File: config.mk
export PLATFORM = sky130hd
export DESIGN_NAME = seq_issue_ctrl
export DESIGN_NICKNAME = d
export VERILOG_FILES = /design/src/rtl/seq_issue_ctrl.sv
export SDC_FILE = /design/constraint.sdc
export NUM_CORES = 2
export LEC_CHECK = 0
export CORE_ASPECT_RATIO = 0.75
export CORE_UTILIZATION = 41
export CTS_BUF_LIST = sky130_fd_sc_hd__clkbuf_16
export DETAILED_ROUTE_END_ITERATION = 10
export SLEW_MARGIN = 20
export SYNTH_ARGS = -nofsm -noshare
export SYNTH_HDL_FRONTEND = slang
export SYNTH_SLANG_ARGS = --single-unit
File: constraint.sdc
create_clock -name clk -period 2.8 [get_ports clk]
set_input_delay 0.42 -clock clk [delete_from_list [all_inputs] [get_ports clk]]
set_output_delay 0.42 -clock clk [all_outputs]
set_load 0.02 [all_outputs]
File: src/rtl/seq_issue_ctrl.sv
// Issue/commit sequencer: owns PC, instruction fetch and the 32x32 register file,
// stepping each instruction through FETCH/DECODE/EXEC/WB for the execute stage.
//
// state  | meaning
// -------+-------------------------------------------------------------
// IDLE   | parked, waiting for run; ins driven as bubble
// FETCH  | imem_addr presented, ROM read in flight
// DECODE | imem_data valid; latch ins and source registers
// EXEC   | execute stage works on ins/pc/reg1/reg2, data memory captures
// WB     | commit result/nextpc, count retirement, sample run
module seq_issue_ctrl #(
  parameter int unsigned IMEM_AW  = 8,
  parameter logic [31:0] RESET_PC = 32'd0
) (
  input  logic               clk,
  input  logic               rstd,
  input  logic               run,
  output logic [IMEM_AW-1:0] imem_addr,
  input  logic [31:0]        imem_data,
  output logic [31:0]        ins,
  output logic [31:0]        pc,
  output logic [31:0]        reg1,
  output logic [31:0]        reg2,
  input  logic [4:0]         wra,
  input  logic [31:0]        result,
  input  logic [31:0]        nextpc,
  input  logic [4:0]         dbg_ra,
  output logic [31:0]        dbg_rd,
  output logic [31:0]        retired,
  output logic               busy
);

  typedef enum logic [2:0] {
    S_IDLE,
    S_FETCH,
    S_DECODE,
    S_EXEC,
    S_WB
  } state_t;

  state_t      state;
  logic [31:0] rf [0:31];

  function automatic logic [31:0] rf_rd(input logic [4:0] a);
    return (a == 5'd0) ? 32'd0 : rf[a];
  endfunction

  assign imem_addr = pc[IMEM_AW-1:0];
  assign dbg_rd    = rf_rd(dbg_ra);
  assign busy      = (state != S_IDLE);

  // ins doubles as the held instruction: loaded at DECODE, cleared on commit,
  // so it reads as a bubble everywhere except EXEC and WB.
  always_ff @(posedge clk or negedge rstd) begin
    if (!rstd) begin
      state   <= S_IDLE;
      pc      <= RESET_PC;
      ins     <= '0;
      reg1    <= '0;
      reg2    <= '0;
      retired <= '0;
      for (int i = 0; i < 32; i++) rf[i] <= '0;
    end else begin
      case (state)
        S_IDLE: begin
          if (run) state <= S_FETCH;
        end
        S_FETCH: begin
          state <= S_DECODE;
        end
        S_DECODE: begin
          ins   <= imem_data;
          reg1  <= rf_rd(imem_data[25:21]);
          reg2  <= rf_rd(imem_data[20:16]);
          state <= S_EXEC;
        end
        S_EXEC: begin
          state <= S_WB;
        end
        S_WB: begin
          if (wra != 5'd0) rf[wra] <= result;
          pc      <= nextpc;
          retired <= retired + 32'd1;
          ins     <= '0;
          state   <= run ? S_FETCH : S_IDLE;
        end
        default: begin
          state <= S_IDLE;
        end
      endcase
    end
  end

endmodule
Word-level counts from Yosys, hierarchy flattened
Cells that the tools add are included.

Reduce and logical (&&, ||, !) cells: 9. Add/sub/neg operators: 1. $lt $le $gt $ge: 5. Mux-type cells: 19. Equal/unequal tests: 5. Bitwise operators: 4.

Operators by type and width (number): $bwmux 1024 (1); $bmux 32 s5 (3); $mux 32 (10); $demux 32 s5 (1); $pmux 32 s2 (1); $add 32x1->32 const B (1); $ge 6x6->1 const B (4); $not 5->6 (4); $logic_not 5->1 (3); $pmux 3 s5 (1); $eq 3x2->1 const B (2); $lt 6x1->1 const B (1); $reduce_bool 5->1 (1); $eq 3x1->1 const B (1); $eq 3x3->1 const B (1); $logic_not 3->1 (1); $mux 3 (1); $reduce_bool 3->1 (1); $ne 2x2->1 const B (1); $reduce_and 2->1 (1); $reduce_bool 2->1 (1); $logic_and 1x1->1 (1); $mux 1 (1).

Flip-flop bits (word level): 1187. Bits of input ports: 109.

Longest topological paths before layout
Depth in word-level cells: 6. Mapped depth: 9. Depth with buffers taken out: 5.

Worst setup path before layout
OpenSTA, ideal clock, no wires.

Path type: input port to output port. Start point: input dbg_ra[1]. End point: output dbg_rd[29]. Path slack: 0.142 ns. Buffers on the path: 3. Data arrival time: 2.238 ns. Cell stages on the path: 6. Data required time: 2.380 ns. Path through: clkbuf_1 -> clkbuf_1 -> buf_1 -> mux4_2 -> mux4_2 -> a21o_1.

Longest elaborated chain between the ends: 5. Elaborated cells between the ends (all ways): 6.

RTL lines: start, declared (RTL line 27) `input logic [4:0] dbg_ra,`; $not 5->6 (not written as such) (RTL line 45) `return (a == 5'd0) ? 32'd0 : rf[a];`; $bmux 32 s5 (RTL line 45); $mux 32 (not written as such) (2 in series) (RTL line 45); $mux 32 (*) (RTL line 45); end, declared (RTL line 28) `output logic [31:0] dbg_rd,`.

Mark *: on every way between the ends. The rest lies on a longest branch, timed or not. The select of a mux whose other input is x is not followed.

Worst setup path after layout
Start point: register rf[35] in the netlist's numbering. End point: output dbg_rd[3].

Longest elaborated chain between the ends: 4.

RTL lines: start, declared (RTL line 42) `logic [31:0] rf [0:31];`; start signal, assigned by index (RTL line 81) `if (wra != 5'd0) rf[wra] <= result;`; $bmux 32 s5 (RTL line 45); $mux 32 (not written as such) (2 in series) (RTL line 45); $mux 32 (RTL line 45).

Every way passes these cells. The select of a mux whose other input is x is not followed.

==> impl_metrics.toml <==
[routing]
totalWireLength_um = 257000
post_drt_wl_per_cell_um = 33.7
drtIter0Drc = 5750
drtAntennaViolNets = 0
dr.pass1.iters = 5
vias_per_cell = 6.54
via_count = 49800
drc_errors = 0

[global_routing]
grt_pass1_wl_um = 370000
grt_antenna_before_repair = 11
grt_max_degree = 118
grt_pass1_vias = 49300
overflow = 0
grt_usage_pct = 30.3

[outcome]
violations = "setup timing"
status = "finished with violations"

[cts]
htreeDepth = 4
clock_latency_ps = 780
cts_root_buf = "clkbuf_16"
cts_inserted_buffers = 131
cts_tree = "built"
clk_pin_slew_ps = 60
cts.path.max_buffers = 3
cts.sinks = 1187

[timing]
fin_skew_ps = 26.9
grt_setup_unrepaired = "true"
min_period_ps = 3050
worst_pin_slew_ps = 1060
max_freq_mhz = 328
setup_viol = 32
finalWorstSetupSlack_ps = -252
final_max_slew_viol_count = 0
hold_viol = 0
slew_headroom_pct = 29.4
timing.final.crit_share_pct = 109
tns_ps = -3880

[logic_synthesis]
synth.top_cells.by_area = "dfrtp_1 43%, mux2_2 21%, mux4_2 20%"
synth.most_common_cell = "mux2_2"
yosysWarningCount = 0
synth_area_per_cell_um2 = 14.4
netlist.top_cell.by_area = "dfrtp_1"
synth.distinct_cells = 52
synth_cells = 4804
synth_top_flop_cell = "dfrtp_1"
synth_nets = 4914
synth-seq-area-share_pct = 43.0
synth.top_cell.area_share_pct = 43.0
synthTopCellsByCount = "1272 x mux2_2, 1187 x dfrtp_1, 612 x mux4_2"
async_flop_share_pct = 100
synth_area_um2 = 69100
ys_ff_latch = 1187
synth_enable_flop_cells = 0

[setup_path]
crit_arrival_ps = 2630
r2r_cells = 6
required_ps = 2380
start_kind = "flip-flop"
endpoint = "dbg_rd[3]"
r2r-end = "rf[335]"
r2r_start = "state[0]"
startpoint = "rf[35]"
endpoint_kind = "output pin"
rrSetupSlack_ps = 260
critPathKind = "flip-flop to output pin"
cp_max_fo = 4

[floorplanning]
die-area_um2 = 170000
placementRows = 130
die_x_um = 476
core-area_um2 = 167000
io_pins = 310
start_util_pct = 41.3
die_h_um = 357

[placed_design]
hpwl_um = 168000
io_buffers = 309
finalWeightedCongestion = 0.897
post-place-ws_ps = -398

[power_and_ir_drop]
ir_drop_mv = 0.588
leakagePower_nw = 37.9
power.density_nw_per_um2 = 682

[cells_and_area]
nNetsFinal = 5390
multi_input_area_um2 = 37000
layout-drive-gt1-share_pct = 51.7
seqCellArea_um2 = 29700
synthToLayoutAreaGrowth_pct = 20.5
fillers = 14200

[flow_run]
max_cap_viol_count = 0

[hold_path]
hold_path.class = "input pin to async pin"
==> cell families (layout without fill, tap and decap cells) <==
group / count (synthesis) / count (layout) / synth area share (%)
other cells: 0 / 5 / 0
buf+inv: 554 / 1123 / 3.88
flops: 1187 / 1187 / 43.0
fa+ha+maj: 1 / 1 / 0.0181
simple gates: 464 / 464 / 3.73
mux: 2083 / 2083 / 44.0
xor+xnor: 32 / 32 / 0.406
compound gates: 483 / 483 / 5.00
==> timing repair <==
| action | CTS | global route |
|---|---|---|
| pin swaps | 24 | 2 |
| gates resized for setup | 154 | 5 |
| hold buffers | 1 | 0 |
| buffers inserted | 71 | 44 |
| gates cloned | 0 | 1 |
| setup endpoints to repair | 32 | 32 |
| endpoints found under the hold margin | 303 | 0 |
==> area by class of cell <==
class                      count  area share, %
sequential                  1187           35.7
antenna                        5         0.0150
multi-input combinational   3063           44.5
clock inverter                89          0.663
inverter                       3         0.0135
tap                         2244           3.37
timing repair buffer         894           11.6
clock buffer                 137           4.12
==> state kept, by name, summed over array words and instances, names as in the netlist <==
signal,count
reg1,32
rf,1024
state,3
pc,32
reg2,32
ins,32
retired,32
==> routing by layer <==
| metal | track usage, % | vias up | wire, µm |
|---|---|---|---|
| met5 | 0 | - | 25 |
| met4 | 12.7 | 4 | 11300 |
| met3 | 7.96 | 544 | 26900 |
| met2 | 44.0 | 2994 | 112000 |
| met1 | 42.7 | 26500 | 107000 |
| li1 | - | 19800 | - |
==> report_power, final <==
part           internal [W]  switching (W)
Combinational       0.00913        0.00731
Sequential           0.0204        0.00333
Clock               0.00934        0.00730
Total                0.0388         0.0179
==> worst max-delay path: stages, from the launching register on <==
cell	delay, ps
dfrtp_1	440
mux4_2	490
mux4_2	560
a21o_1	230
buf_6	140
==> metrics by stage <==
stage	instances	hold slack, ps	utilization (%)	power (W)	cell area [µm²]
2_1_floorplan	4804	124	-	0.0326	69100
4_1_cts	7573	131	49.5	0.0567	82800
6_report	7622	151	49.7	0.0568	83200
3_3_place_gp	7275	341	46.7	0.0394	78200
5_1_grt	7622	181	49.7	0.0590	83200
3_5_place_dp	7275	345	46.7	0.0397	78200
==> cells in the final DEF (no fill, tap or decap), types with 60 or more instances in the layout <==
master           count
nor2_1              74
buf_12             164
mux2i_1             76
nor3_1              68
a22o_1              91
o22ai_1            218
a211oi_1           124
mux2_2            1272
nor4_1              60
mux2_1              93
clkbuf_16          138
buf_4              417
mux4_2             612
clkdlybuf4s50_1    265
dfrtp_1           1186
nor2b_1             98
==> how the worst min path moves through the flow <==
| stage | startpoint | endpoint | slack, ps | depth (start not counted) |
|---|---|---|---|---|
| global route | rstd | rf[502] | 180 | 2 |
| detailed placement | rstd | rf[502] | 340 | 1 |
| floorplan | rstd | ins[0] | 120 | 0 |
| finish | rstd | rf[502] | 150 | 2 |
| CTS | rstd | rf[438] | 130 | 2 |
| global placement | rstd | rf[502] | 340 | 1 |
Note: power is estimated with default switching activity, not from simulation.
